<file path="src/rtl/mem_write_arbiter_pkg.sv">
// ============================================================================
// mem_write_arbiter_pkg: shared widths, FIFO/output entry struct, saturating add
// Rev 1.0
// ============================================================================
`default_nettype none

package mem_write_arbiter_pkg;

  localparam int REG_WIDTH          = 32;
  localparam int DEF_MEM_ADDR_WIDTH = 16;

  // Address field is sized at the package default; narrower top-level
  // address widths are zero-extended into it.
  typedef struct packed {
    logic [DEF_MEM_ADDR_WIDTH-1:0] addr;
    logic [REG_WIDTH-1:0]          data;
  } mem_write_s;

  function automatic logic [15:0] sat_add16(input logic [15:0] a, input logic [4:0] b);
    logic [16:0] sum;
    sum = {1'b0, a} + 17'(b);
    return sum[16] ? 16'hFFFF : sum[15:0];
  endfunction

endpackage

`default_nettype wire

</file>
<file path="src/rtl/mem_write_arbiter_write_fifo.sv">
// ============================================================================
// write_fifo: single-core write-request FIFO, power-of-two depth
// Rev 1.0
// ============================================================================
`default_nettype none

module write_fifo
  import mem_write_arbiter_pkg::*;
#(
  parameter int DEPTH = 2,
  parameter int CNT_W = $clog2(DEPTH + 1)
) (
  input  logic             clk_i,
  input  logic             reset_ni,
  input  logic             push_i,
  input  mem_write_s       data_i,
  input  logic             pop_i,
  output mem_write_s       data_o,
  output logic             full_o,
  output logic             empty_o,
  output logic [CNT_W-1:0] count_o
);

  localparam int PTR_W = $clog2(DEPTH);

  mem_write_s       mem_q [DEPTH];
  logic [PTR_W-1:0] wr_ptr_q, wr_ptr_d;
  logic [PTR_W-1:0] rd_ptr_q, rd_ptr_d;
  logic [CNT_W-1:0] cnt_q, cnt_d;
  logic             do_push, do_pop;

  assign full_o  = (cnt_q == CNT_W'(DEPTH));
  assign empty_o = (cnt_q == '0);
  assign count_o = cnt_q;
  assign data_o  = mem_q[rd_ptr_q];

  // Full is judged on the registered count, so a same-cycle pop never frees a slot for a push.
  assign do_push = push_i & ~full_o;
  assign do_pop  = pop_i & ~empty_o;

  always_comb begin
    wr_ptr_d = wr_ptr_q;
    rd_ptr_d = rd_ptr_q;
    cnt_d    = cnt_q;
    if (do_push) wr_ptr_d = wr_ptr_q + PTR_W'(1);
    if (do_pop)  rd_ptr_d = rd_ptr_q + PTR_W'(1);
    case ({do_push, do_pop})
      2'b10:   cnt_d = cnt_q + CNT_W'(1);
      2'b01:   cnt_d = cnt_q - CNT_W'(1);
      default: cnt_d = cnt_q;
    endcase
  end

  always_ff @(posedge clk_i or negedge reset_ni) begin
    if (!reset_ni) begin
      wr_ptr_q <= '0;
      rd_ptr_q <= '0;
      cnt_q    <= '0;
    end else begin
      wr_ptr_q <= wr_ptr_d;
      rd_ptr_q <= rd_ptr_d;
      cnt_q    <= cnt_d;
    end
  end

  always_ff @(posedge clk_i) begin
    if (do_push) mem_q[wr_ptr_q] <= data_i;
  end

endmodule

`default_nettype wire

</file>
<file path="src/rtl/mem_write_arbiter.sv">
// ============================================================================
// mem_write_arbiter: per-core FIFOs drained round-robin into one memory write port
// Rev 1.0 -- optional drop counter enabled by MEM_WRITE_ARB_DROP_CNT_EN
// ============================================================================
`default_nettype none

module mem_write_arbiter
  import mem_write_arbiter_pkg::*;
#(
  parameter int NUM_CORES      = 4,
  parameter int MEM_ADDR_WIDTH = DEF_MEM_ADDR_WIDTH,
  parameter int FIFO_DEPTH     = 2
) (
  input  logic                                     clk_i,
  input  logic                                     reset_ni,
  input  logic [NUM_CORES-1:0]                     req_valid_i,
  input  logic [NUM_CORES-1:0][MEM_ADDR_WIDTH-1:0] req_addr_i,
  input  logic [NUM_CORES-1:0][REG_WIDTH-1:0]      req_data_i,
  output logic [NUM_CORES-1:0]                     stall_o,
  output logic                                     mem_valid_o,
  output logic [MEM_ADDR_WIDTH-1:0]                mem_addr_o,
  output logic [REG_WIDTH-1:0]                     mem_data_o,
  input  logic                                     mem_ready_i,
  output logic [NUM_CORES-1:0]                     grant_o,
  output logic [15:0]                              drop_cnt_o
);

  localparam int CNT_W = $clog2(FIFO_DEPTH + 1);
  localparam int RR_W  = $clog2(NUM_CORES);

  mem_write_s                  fifo_head [NUM_CORES];
  logic [NUM_CORES-1:0]        fifo_empty;
  logic [NUM_CORES-1:0][CNT_W-1:0] fifo_cnt;
  logic [NUM_CORES-1:0]        fifo_pop;
`ifdef MEM_WRITE_ARB_DROP_CNT_EN
  logic [NUM_CORES-1:0]        fifo_full;
`endif

  logic                 out_valid_q, out_valid_d;
  mem_write_s           out_q, out_d;
  logic [NUM_CORES-1:0] grant_q, grant_d;
  logic [RR_W-1:0]      rr_q, rr_d;
  logic                 load;
  logic                 arb_found;
  logic [RR_W-1:0]      arb_winner;
  logic [RR_W:0]        arb_idx;

  for (genvar c = 0; c < NUM_CORES; c++) begin : g_fifo
    mem_write_s entry;
    assign entry.addr = DEF_MEM_ADDR_WIDTH'(req_addr_i[c]);
    assign entry.data = req_data_i[c];

    write_fifo #(
      .DEPTH (FIFO_DEPTH),
      .CNT_W (CNT_W)
    ) u_fifo (
      .clk_i    (clk_i),
      .reset_ni (reset_ni),
      .push_i   (req_valid_i[c]),
      .data_i   (entry),
      .pop_i    (fifo_pop[c]),
      .data_o   (fifo_head[c]),
`ifdef MEM_WRITE_ARB_DROP_CNT_EN
      .full_o   (fifo_full[c]),
`else
      .full_o   (),
`endif
      .empty_o  (fifo_empty[c]),
      .count_o  (fifo_cnt[c])
    );

    // One slot of slack covers a write the core already has in flight.
    assign stall_o[c] = (fifo_cnt[c] >= CNT_W'(FIFO_DEPTH - 1));
  end

  assign load = ~out_valid_q | mem_ready_i;

  // First non-empty FIFO at or after rr_q, wrapping modulo NUM_CORES.
  always_comb begin
    arb_found  = 1'b0;
    arb_winner = '0;
    arb_idx    = '0;
    for (int i = 0; i < NUM_CORES; i++) begin
      arb_idx = {1'b0, rr_q} + (RR_W + 1)'(i);
      if (arb_idx >= (RR_W + 1)'(NUM_CORES)) arb_idx = arb_idx - (RR_W + 1)'(NUM_CORES);
      if (!arb_found && !fifo_empty[arb_idx[RR_W-1:0]]) begin
        arb_found  = 1'b1;
        arb_winner = arb_idx[RR_W-1:0];
      end
    end
  end

  always_comb begin
    fifo_pop    = '0;
    out_valid_d = out_valid_q;
    out_d       = out_q;
    grant_d     = grant_q;
    rr_d        = rr_q;
    if (load) begin
      if (arb_found) begin
        fifo_pop[arb_winner] = 1'b1;
        out_valid_d          = 1'b1;
        out_d                = fifo_head[arb_winner];
        grant_d              = '0;
        grant_d[arb_winner]  = 1'b1;
        rr_d = (arb_winner == RR_W'(NUM_CORES - 1)) ? '0 : arb_winner + RR_W'(1);
      end else begin
        out_valid_d = 1'b0;
        grant_d     = '0;
      end
    end
  end

  always_ff @(posedge clk_i or negedge reset_ni) begin
    if (!reset_ni) begin
      out_valid_q <= 1'b0;
      out_q       <= '0;
      grant_q     <= '0;
      rr_q        <= '0;
    end else begin
      out_valid_q <= out_valid_d;
      out_q       <= out_d;
      grant_q     <= grant_d;
      rr_q        <= rr_d;
    end
  end

  assign mem_valid_o = out_valid_q;
  assign mem_addr_o  = MEM_ADDR_WIDTH'(out_q.addr);
  assign mem_data_o  = out_q.data;
  assign grant_o     = grant_q;

`ifdef MEM_WRITE_ARB_DROP_CNT_EN
  logic [NUM_CORES-1:0] drop_vec;
  logic [4:0]           drop_num;
  logic [15:0]          drop_cnt_q, drop_cnt_d;

  assign drop_vec = req_valid_i & fifo_full;

  always_comb begin
    drop_num = '0;
    for (int c = 0; c < NUM_CORES; c++) drop_num = drop_num + 5'(drop_vec[c]);
    drop_cnt_d = sat_add16(drop_cnt_q, drop_num);
  end

  always_ff @(posedge clk_i or negedge reset_ni) begin
    if (!reset_ni) drop_cnt_q <= '0;
    else           drop_cnt_q <= drop_cnt_d;
  end

  assign drop_cnt_o = drop_cnt_q;
`else
  assign drop_cnt_o = '0;
`endif

endmodule

`default_nettype wire
</file>
<file path="config.mk">
export PLATFORM = sky130hd
export DESIGN_NAME = mem_write_arbiter
export DESIGN_NICKNAME = d
export VERILOG_FILES = /design/src/rtl/mem_write_arbiter_pkg.sv /design/src/rtl/mem_write_arbiter_write_fifo.sv /design/src/rtl/mem_write_arbiter.sv
export SDC_FILE = /design/constraint.sdc
export NUM_CORES = 1
export LEC_CHECK = 0
export CORE_ASPECT_RATIO = 1.75
export CORE_MARGIN = 1
export CORE_UTILIZATION = 45
export DETAILED_ROUTE_END_ITERATION = 7
export PLACE_DENSITY = 0.68
export SLEW_MARGIN = 20
export SYNTH_ARGS = -nofsm -noshare
export SYNTH_HDL_FRONTEND = slang
export SYNTH_HIERARCHICAL = 1
export SYNTH_SLANG_ARGS = --single-unit
</file>
<file path="constraint.sdc">
create_clock -name clk_i -period 3.9 [get_ports clk_i]
set_input_delay 0.39 -clock clk_i [delete_from_list [all_inputs] [get_ports clk_i]]
set_output_delay 0.39 -clock clk_i [all_outputs]
set_load 0.03 [all_outputs]
</file>
; Yosys cells after proc, flatten, opt, wreduce, memory -nomap -nowiden
; Memories as Yosys holds them, arrays and structs flattened.
; Cells that the tools add are included.
[classes]
addsub = 24
n_mul = 0
n_div = 0
n_lt_le_gt_ge = 15
n_eq_ne = 13
n_shift = 0
n_mux = 41
bitwise_logic = 19
n_reduce_logical = 18
[ops]
columns = cell, count
row1 = $bmux W48 S2, 1
row2 = $mux W48, 2
row3 = $eq A2 B2 Y1 const B, 9
row4 = $mux W1, 18
row5 = $mux W2, 9
row6 = $pmux W2 S2, 4
row7 = $sub A2 B1 Y2 const B, 8
row8 = $lt A2 B3 Y1 const B, 5
row9 = $ge A3 B3 Y1 const B, 4
row10 = $add A2 B1 Y2 const B, 5
row11 = $ge A2 B1 Y1 const B, 5
row12 = $not A1 Y1, 9
row13 = $add A1 B1 Y1 const B, 8
row14 = $and A1 B1 Y1, 8
row15 = $bmux W1 S2, 4
row16 = $eq A2 B1 Y1 const B, 4
row17 = $logic_not A2 Y1, 4
row18 = $mux W4, 2
row19 = $reduce_bool A2 Y1, 4
row20 = $add A2 B2 Y3 const B, 2
row21 = $logic_not A1 Y1, 5
row22 = $logic_and A1 B1 Y1, 4
row23 = $add A2 B1 Y3 const B, 1
row24 = $ge A2 B3 Y1 const B, 1
row25 = 4 further kinds, 4
[totals]
reg_bits = 71
latchBits = 0
mem_bits_rw = 384
romBits = 0
inputBits = 199
out_inout_bits = 73
wordCells = 151
memories = 4
[memory_table]
columns = name, words, width, read_ports, rd_clocked_by_memory_dff, wr, line
row1 = g_fifo[0].u_fifo.mem_q, 2, 48, 1, 0, 1, mem_write_arbiter_write_fifo.sv:26  ; mem_write_s mem_q [DEPTH];
row2 = g_fifo[1].u_fifo.mem_q, 2, 48, 1, 0, 1, mem_write_arbiter_write_fifo.sv:26
row3 = g_fifo[2].u_fifo.mem_q, 2, 48, 1, 0, 1, mem_write_arbiter_write_fifo.sv:26
row4 = g_fifo[3].u_fifo.mem_q, 2, 48, 1, 0, 1, mem_write_arbiter_write_fifo.sv:26

; Longest topological paths before layout
; Gate-level depths: netlist of run 1.
[logic_depth]
depth_word = 23
ltp_mapped = 14
ltp_nobuf = 12

; Cells and area by module
; Netlist of run 1, hierarchy kept.
[modules_own_cells]
columns = module, n_inst, cells_per_inst, area_per_inst_um2, seq_area_each_um2
row1 = write_fifo, 4, 167, 3703.6, 2982.9
row2 = mem_write_arbiter, 1, 325, 3614.7, 1376.3

; Worst setup path before layout of run 1
; OpenSTA, ideal clock, no wires.
[synth_path]
kind = register -> register
from = register g_fifo[0].u_fifo.cnt_q[0]
to = memory g_fifo[0].u_fifo/mem_q[0][0] (netlist name) (enable)
setup_ns = 0.454
t_arrival_ns = 2.664
setup_slack_ns = 0.782
path_stages_with_launch = 4
path_buffers = 0
period_less_slack_ns = 3.118
cell_sequence = dfrtp_1 -> nand2b_1 -> nand2_1 -> nor2_1
[synth_via]
elab_chain_cells = 5
[synth_rtl]
columns = item, line
row1 = from (decl), mem_write_arbiter_write_fifo.sv:29  ; logic [CNT_W-1:0] cnt_q, cnt_d;
row2 = from (signal assigned), mem_write_arbiter_write_fifo.sv:62  ; cnt_q <= cnt_d;
row3 = $eq A2 B2 Y1, mem_write_arbiter_write_fifo.sv:32  ; assign full_o = (cnt_q == CNT_W'(DEPTH));
row4 = $not A1 Y1, mem_write_arbiter_write_fifo.sv:38  ; assign do_push = push_i & ~full_o;
row5 = $and A1 B1 Y1, mem_write_arbiter_write_fifo.sv:38
row6 = $mux W1, mem_write_arbiter_write_fifo.sv:67  ; if (do_push) mem_q[wr_ptr_q] <= data_i;
row7 = $mux W1 (not written as such), mem_write_arbiter_write_fifo.sv:67
row8 = to (decl), mem_write_arbiter_write_fifo.sv:26
; Every way passes these cells.

; Worst setup path after layout of run 1
[layout_path]
from = register g_fifo[0].u_fifo.cnt_q[0]
to = register g_fifo[3].u_fifo.cnt_q[1]
[layout_via]
elab_chain_cells = 21
word_cells_on_any_way = 37
cone_classes = order compare: 2 / eq/ne: 2 / mux: 21 / bitwise: 1 / reduce/logical: 11
[layout_rtl]
columns = item, line
row1 = $logic_not A2 Y1 (*), mem_write_arbiter_write_fifo.sv:33  ; assign empty_o = (cnt_q == '0);
row2 = net fifo_empty[0], mem_write_arbiter.sv:32  ; logic [NUM_CORES-1:0] fifo_empty;
row3 = $bmux W1 S2, mem_write_arbiter.sv:86  ; if (!arb_found && !fifo_empty[arb_idx[RR_W-1:0]]) begin
row4 = $mux W1 (not written as such), mem_write_arbiter.sv:86
row5 = $logic_not A1 Y1, mem_write_arbiter.sv:86
row6 = $logic_and A1 B1 Y1, mem_write_arbiter.sv:86
row7 = $mux W1, mem_write_arbiter.sv:86
row8 = $logic_not A1 Y1, mem_write_arbiter.sv:86
row9 = (+8 left out), n/a
row10 = $demux W1 S2, mem_write_arbiter.sv:101  ; fifo_pop[arb_winner] = 1'b1;
row11 = $mux W4 (*), mem_write_arbiter.sv:100  ; if (arb_found) begin
row12 = $mux W4 (*), mem_write_arbiter.sv:99  ; if (load) begin
row13 = net fifo_pop[3], mem_write_arbiter.sv:34  ; logic [NUM_CORES-1:0] fifo_pop;
row14 = $and A1 B1 Y1 (*), mem_write_arbiter_write_fifo.sv:39  ; assign do_pop = pop_i & ~empty_o;
row15 = net g_fifo[3].u_fifo.do_pop, mem_write_arbiter_write_fifo.sv:30  ; logic do_push, do_pop;
row16 = $eq A2 B1 Y1 / $eq A2 B2 Y1 (equally long branches), mem_write_arbiter_write_fifo.sv:47  ; case ({do_push, do_pop})
row17 = $pmux W2 S2 / $reduce_bool A2 Y1 (equally long branches), n/a
row18 = to (signal assigned), mem_write_arbiter_write_fifo.sv:62
row19 = to (decl), mem_write_arbiter_write_fifo.sv:29
; The timed path passes the listed nets; every way through them passes the cells marked *. The select of a mux whose other input is x is not followed.
; A chain may end at the register's enable or synchronous reset.

==> metrics.md, run 1 <==
| Metric | Value |
|---|---|
| Worst R2R Start | g_fifo[0].u_fifo/count_o[0]$_DFFE_PN0P_ |
| Number of global-route vias before repair | 10621 |
| Clock tree buffer depth | 3 |
| Worst Reg2Reg Path Length in Cells | 10 |
| Count of warnings emitted by yosys | 6 |
| Detailed-placement wirelength estimate | between 20000 and 30000 um |
| Kind of cell adding the most delay to the critical path | simple AND/OR/NAND/NOR gates |
| Required time of the worst setup path | 4350 ps |
| CP most frequent cell | nor2_1 |
| Total power divided by cell area | about 810 mW/mm2 |
| Area delta synth->final | 23.4% |
| Arr. time, crit path | between 3000 and 4000 ps |
| Most frequent standard cell in the layout excluding fill and tap cells | edfxtp_1 |
| Starting density of the core | 0.458 |
| Sink count of the clock tree | around 460 |
| Final setup TNS | 0 ps |
| Worst rel slew slack | 0.367 |
| Overall die width | between 150 and 200 um |
| Placeable core region | 0.0402 mm2 |
| Share of the clock period used by the worst path after layout | 0.779 |
| Worst R2R Setup Slack | 860 ps |
| Clock latency on the worst-skew pair | between 500 and 600 ps |
| DRC violations left | 0 |
| Number of placement rows | 97 |
| Area of the die | ~0.042 mm2 |
| Avg Cell Area, Syn | between 15 and 20 um2 |
| Count of vias placed by the detailed router | around 9600 |
| TritonCTS clock tree | done |
| Critical path, cell by cell | nor2_1 > or2_2 > a21oi_2 > a211oi_4 > buf_4 > and3_1 > nor2b_1 > ha_1 > nor2_1 > xor2_1 |
| Grt total ovfl | 0 |
| Largest net degree at the start of global routing | 51 |
| Clock-pin slew on the worst setup and hold paths | ~70 ps |
| Crit Path Category | reg2reg |
| Mean routed wirelength per cell | between 20 and 25 um |
| Nets@finish | between 1000 and 1500 |
| Final critical-path required period | roughly 3000 ps |
| Die Ht | between 200 and 300 um |
| Fraction of layout cells with a size suffix above 1 | 0.234 |
| Unrepaired setup endpoints after global routing | no |
| Top library cells by usage in the layout, fill and taps aside | edfxtp_1 (384), clkdlybuf4s50_1 (254), mux2_2 (153), mux2i_1 (96), dfrtp_1 (67) |
| Antenna violations before repair | 14 |
| Global-route wire length before repair | roughly 64000 um |
| Worst Path Buf+Inv | 1 |
| Path length in cells of the critical path | 10 |
| Cell type of the slowest stage on the worst timing path | dfrtp_1 |
| Number of cells traversed by the worst hold path | 1 |
| CTS H-tree lvls | 2 |
| Final wirelength | between 40000 and 50000 um |
| Number of nets with antenna violations after routing | 0 |
| Drt first pass iters | 4 |
| Largest fanout on the critical path | 13 |
| Count of final max-slew check failures | 0 |
| Reg-to-reg critical path endpoint | g_fifo[3].u_fifo/count_o[1]$_DFFE_PN0P_ |
| Upper clock frequency limit | between 300 and 400 MHz |
| Run status | complete, no violations |
| Number of buffers created by CTS | 40 |
| Delay of the slowest cell on the worst path | 430 ps |
| Maximum VDD drop | 0.000510 V |
| I/O Pins | around 270 |
| Final setup fails | 0 |
| Final Core Density | 0.566 |
| RD Place Congestion | 0.778 |
| Clock root buffer | clkbuf_16 |
| Startpoint of the worst setup timing path | g_fifo[0].u_fifo/count_o[0]$_DFFE_PN0P_ |
| Setup clock skew after layout | approximately 13 ps |
| Number of I/O port buffers | approximately 260 |
| Overall fraction of global-route tracks in use | 0.211 |
| Hold Path Class | in2reg |
| Final count of hold timing violations | 0 |
| Cell area after technology mapping | between 0.015 and 0.02 mm2 |
| End of the critical path | g_fifo[3].u_fifo/count_o[1]$_DFFE_PN0P_ |
| Element type at the critical path end | register |
| Transition time at the pin with the least slew margin | roughly 950 ps |
| Number of standard cells after synthesis | roughly 990 |
| Sort of element at the start of the critical path | register |
| Count of routing violations after the opening detailed-route iteration | just under 500 |
| Number of vias per cell after detailed routing | 5.23 |
| Max-cap viol count | 0 |
| LEAKAGE | about 8.2 nW |
[worst min-delay path by stage]
stage                                start                                       to  slack (ps)
floorplan                         reset_ni  g_fifo[0].u_fifo/count_o[0]$_DFFE_PN0P_          90
global placement    grant_o[3]$_DFFE_PN0P_                   grant_o[3]$_DFFE_PN0P_         460
detailed placement  grant_o[3]$_DFFE_PN0P_                   grant_o[3]$_DFFE_PN0P_         460
CTS                        req_data_i[118]  g_fifo[3].u_fifo/mem_q[0][22]$_DFFE_PP_         410
global route                 req_data_i[1]   g_fifo[0].u_fifo/mem_q[0][1]$_DFFE_PP_         420
finish                     req_data_i[117]  g_fifo[3].u_fifo/mem_q[1][21]$_DFFE_PP_         440
[final cells by class]
type / count / area, um2
sequential: 455 / 13300
multi-input combinational: 484 / 4610
fill: 3136 / 17400
clock buffer: 62 / 1180
inverter: 2 / 7.51
clock inverter: 9 / 101
tap: 544 / 681
timing repair buffer: 277 / 2790
antenna: 11 / 27.5
[what timing repair did]
action	4_1_cts	5_1_grt
setup buffers	0	0
resized for setup	0	0
hold endpoints to repair	49	0
hold buffers	1	0
[stage by stage]
stage	std cells	power, W	setup WS [ps]	cell area, um2	hold slack (ps)
global placement	1761	0.0144	1000	21400	462
floorplan	1004	0.0127	806	18500	94.4
detailed placement	1761	0.0146	855	21400	464
CTS	1833	0.0185	840	22700	410
finish	1844	0.0183	862	22700	438
global route	1844	0.0192	653	22700	423
[registers in the layout, indices dropped and copies added, names as in the netlist]
| name | flops |
|---|---|
| g_fifo.u_fifo/count_o | 8 |
| mem_valid_o | 1 |
| g_fifo.u_fifo/rd_ptr_q | 4 |
| mem_data_o | 32 |
| g_fifo.u_fifo/wr_ptr_q | 4 |
| mem_addr_o | 16 |
| rr_q | 2 |
| grant_o | 4 |
| g_fifo.u_fifo/mem_q | 384 |
[where the power goes]
group / switching, W / internal (W) / total, W / leakage, nW
sequential: 0.000847 / 0.00675 / 0.00760 / 4.42
combinational: 0.00365 / 0.00317 / 0.00682 / 3.16
clock: 0.00167 / 0.00223 / 0.00390 / 0.620
[metal layers]
layer | wire length, um | up-vias | GRT usage
met5 | 37 | - | 0
met4 | 1770 | 6 | 0.105
met3 | 2030 | 89 | 0.0331
met2 | 23700 | 312 | 0.388
met1 | 16100 | 4880 | 0.233
li1 | - | 4351 | -
(Power assumes the default switching activity.)
==> run 2, diff against run 1 <==
- PLACE_DENSITY: 0.68 -> 0.71
- clock period: 3.9 -> 2.5 ns (I/O delays scaled with it)
==> run 2 against run 1 <==
Compared with the run above:
- cell count grew 1.5%
- design area rose by 2.1%
- largest cell class unchanged
- non-clock buffer count up 27
- count of clock-buffer cells in the layout down 8
- via count is 3.7% higher
- die area stayed put
- worst hold slack lost 160 ps
- the run now ends with setup timing left
- sequential power rose by 51%
- fmax increased by 21%
- global-route usage rose by 0.95 points
- total power is 65% higher
- critical endpoint is now mem_data_o[1]$_DFFE_PN0P_
==> metrics.md, run 2 (synthesis results as in run 1) <==
| Metric | Value |
|---|---|
| Run status | complete, but fails checks |
| Sequential cell area | 0.0133 mm2 (about the same) |
| LEAKAGE | 8.46 nW (+3.0%) |
| Transition time at the pin with the least slew margin | 748 ps (-201 ps) |
| Grt total ovfl | 0 (unchanged) |
| Most frequent standard cell in the layout excluding fill and tap cells | edfxtp_1 |
| Largest fanout on the critical path | 47 (+34) |
| RD Place Congestion | 0.845 (+8.6%) |
| Worst-case hold path end point | g_fifo[2].u_fifo/mem_q[0][0]$_DFFE_PP_ |
| Unrepaired setup endpoints after global routing | yes |
| Largest net degree at the start of global routing | 51 (unchanged) |
| Element type at the critical path end | register |
| Violated checks | setup timing |
| Die Ht | 270 um (unchanged) |
| Final critical-path required period | 2520 ps (-523 ps) |
| Nets@finish | 1492 (+1.9%) |
| Crit Path Category | reg2reg |
| Fraction of layout cells with a size suffix above 1 | 0.267 (+0.0337) |
| Overall die width | 155 um (unchanged) |
| Arr. time, crit path | 2910 ps (-580 ps) |
| Multi-input gate area in the final layout | 0.00469 mm2 (+1.7%) |
| Number of buffers created by CTS | 41 (+2.5%) |
| Maximum VDD drop | 0.00143 V (+180%) |
| Number of inserted filler cells in the final layout | 3075 (-1.9%) |
| DRC violations left | 0 (unchanged) |
| Worst R2R Start | g_fifo[0].u_fifo/count_o[0]$_DFFE_PN0P_ |
| Number of flip-flops in the largest register | 384 (unchanged) |
| Setup clock skew after layout | 20.2 ps (+6.78 ps) |
| Proportion of power drawn by combinational gates | 0.401 (+0.029) |
| TritonCTS clock tree | done |
| Total power divided by cell area | 1300 mW/mm2 (+61%) |
| Area of the die | 0.0418 mm2 (unchanged) |
| Worst Reg2Reg Path Length in Cells | 8 (-2) |
| Overall fraction of global-route tracks in use | 0.221 (+0.00946) |
| Placeable core region | 0.0402 mm2 (unchanged) |
| Startpoint of the lowest-slack hold path | req_data_i[64] |
| Reg-to-reg critical path endpoint | mem_data_o[1]$_DFFE_PN0P_ |
| Detailed-placement wirelength estimate | 29700 um (+6.0%) |
| Count of vias placed by the detailed router | 9991 (+3.7%) |
| Upper clock frequency limit | 398 MHz (+21%) |
| Worst R2R Setup Slack | -20 ps (-880 ps) |
| Required time of the worst setup path | 2890 ps (-1460 ps) |
| Number of vias per cell after detailed routing | 5.34 (+2.1%) |
| Sw frac | 0.340 (+0.00269) |
| Clock latency on the worst-skew pair | 550 ps (+20 ps) |
| Max-cap viol count | 0 (unchanged) |
| Clock tree buffer depth | 3 (unchanged) |
| Final setup fails | 1 (+1) |
| Number of global-route vias before repair | 10707 (+0.81%) |
| Clock root buffer | clkbuf_16 |
| Final wirelength | 45700 um (+4.9%) |
| Share of the clock period used by the worst path after layout | 1.01 (+0.227) |
| Number of placement rows | 97 (unchanged) |
| I/O Pins | 272 (unchanged) |
| Worst rel slew slack | 0.501 (+0.134) |
| Clock network power share | 0.216 (+0.003) |
| Sort of element at the start of the critical path | register |
| Count of final max-slew check failures | 0 (unchanged) |
| CTS H-tree lvls | 2 (unchanged) |
| Most flop-heavy register | g_fifo.u_fifo/mem_q |
| Number of nets with antenna violations after routing | 0 (unchanged) |
| Hold Path Class | in2reg |
| Placement Setup Slack | 9.50 ps (-845 ps) |
| Detailed route wirelength on metal3 | 1800 um (-11%) |
| P_int | 0.0199 W (+64%) |
| Wire length on met1 | 18100 um (+13%) |
| Power Total | 0.0302 W (+65%) |
| Starting density of the core | 0.458 (unchanged) |
| Share of power burned in registers | 0.382 (-0.033) |
| Count of routing violations after the opening detailed-route iteration | 609 (+26%) |
| Sink count of the clock tree | 455 (unchanged) |
| Top library cells by usage in the layout, fill and taps aside | edfxtp_1 (384), clkdlybuf4s50_1 (254), mux2_2 (153), mux2i_1 (95), dfrtp_1 (66) |
| Number of I/O port buffers | 255 (unchanged) |
| Final count of hold timing violations | 0 (unchanged) |
| Global-route wire length before repair | 66900 um (+4.1%) |
| DR WL met2 | 24300 um (+2.6%) |
| Clock-pin slew on the worst setup and hold paths | 70 ps (about the same) |
| Number of cells traversed by the worst hold path | 1 (unchanged) |
| Antenna violations before repair | 7 (-7) |
| Top Metal Used | met4 |
| Crit path setup slack, layout | -15.0 ps (-877 ps) |
| Switching power summed over all nets | 0.0102 W (+66%) |
| Drt first pass iters | 5 (+1) |
| Mean routed wirelength per cell | 24.4 um (+3.3%) |
| Area delta synth->final | 26.1% |
-- run 2: per-stage QoR --
stage / cell area (um2) / hold slack [ps] / utilization / setup TNS (ps) / std cells
after floorplan: 18500 / -45.6 / - / 0 / 1004
after global placement: 21600 / 348 / 0.538 / 0 / 1781
after detailed placement: 21600 / 349 / 0.538 / 0 / 1781
after CTS: 23000 / 250 / 0.573 / 0 / 1858
after global routing: 23200 / 270 / 0.578 / -164 / 1872
final: 23200 / 283 / 0.578 / -15.0 / 1872
-- run 2: how the worst max path moves through the flow --
stage | startpoint | end | cells after the start | slack (ps)
floorplan | g_fifo[2].u_fifo/count_o[0]$_DFFE_PN0P_ | g_fifo[2].u_fifo/count_o[1]$_DFFE_PN0P_ | 14 | 10
global placement | g_fifo[2].u_fifo/count_o[0]$_DFFE_PN0P_ | mem_data_o[0]$_DFFE_PN0P_ | 7 | 130
detailed placement | g_fifo[2].u_fifo/count_o[0]$_DFFE_PN0P_ | mem_data_o[14]$_DFFE_PN0P_ | 8 | 9
CTS | g_fifo[0].u_fifo/count_o[0]$_DFFE_PN0P_ | g_fifo[3].u_fifo/count_o[1]$_DFFE_PN0P_ | 9 | 0.8
global route | g_fifo[0].u_fifo/count_o[0]$_DFFE_PN0P_ | g_fifo[1].u_fifo/count_o[1]$_DFFE_PN0P_ | 10 | -30
finish | g_fifo[0].u_fifo/count_o[0]$_DFFE_PN0P_ | mem_data_o[1]$_DFFE_PN0P_ | 8 | -20
-- run 2: what timing repair did --
action	CTS	global route
pin swaps	1	5
resized for setup	0	22
gates cloned	0	1
hold buffers	1	0
setup buffers	0	6
endpoints found under the setup margin	3	37
endpoints found under the hold margin	42	0
-- run 2: worst max-delay path: stages, from the launching register on --
cell,delay (ps)
dfrtp_2,450
nor2_4,220
or2_4,200
a21oi_4,70
a211oi_4,290
buf_6,210
buf_16,290
mux2i_1,390
o221ai_1,170
-- run 2: routing by layer --
metal,GRT usage,up-vias
met5,0,-
met4,0.0964,0
met3,0.0265,85
met2,0.389,338
met1,0.270,5158
li1,-,4410
-- run 2: power groups by stage --
stage	Combinational, W	Clock [W]	Sequential [W]
2_1_floorplan	0.00776	0	0.0121
5_1_grt	0.0128	0.00693	0.0117
3_5_place_dp	0.0117	0	0.0117
6_report	0.0121	0.00651	0.0115
4_1_cts	0.0117	0.00665	0.0115
3_3_place_gp	0.0115	0	0.0116
-- run 2: final cells by class --
class                      count  area share
timing repair buffer         304       0.133
antenna                        7    0.000755
multi-input combinational    484       0.202
clock inverter                22      0.0111
tap                          544      0.0293
inverter                       2    0.000323
clock buffer                  54      0.0494
sequential                   455       0.574
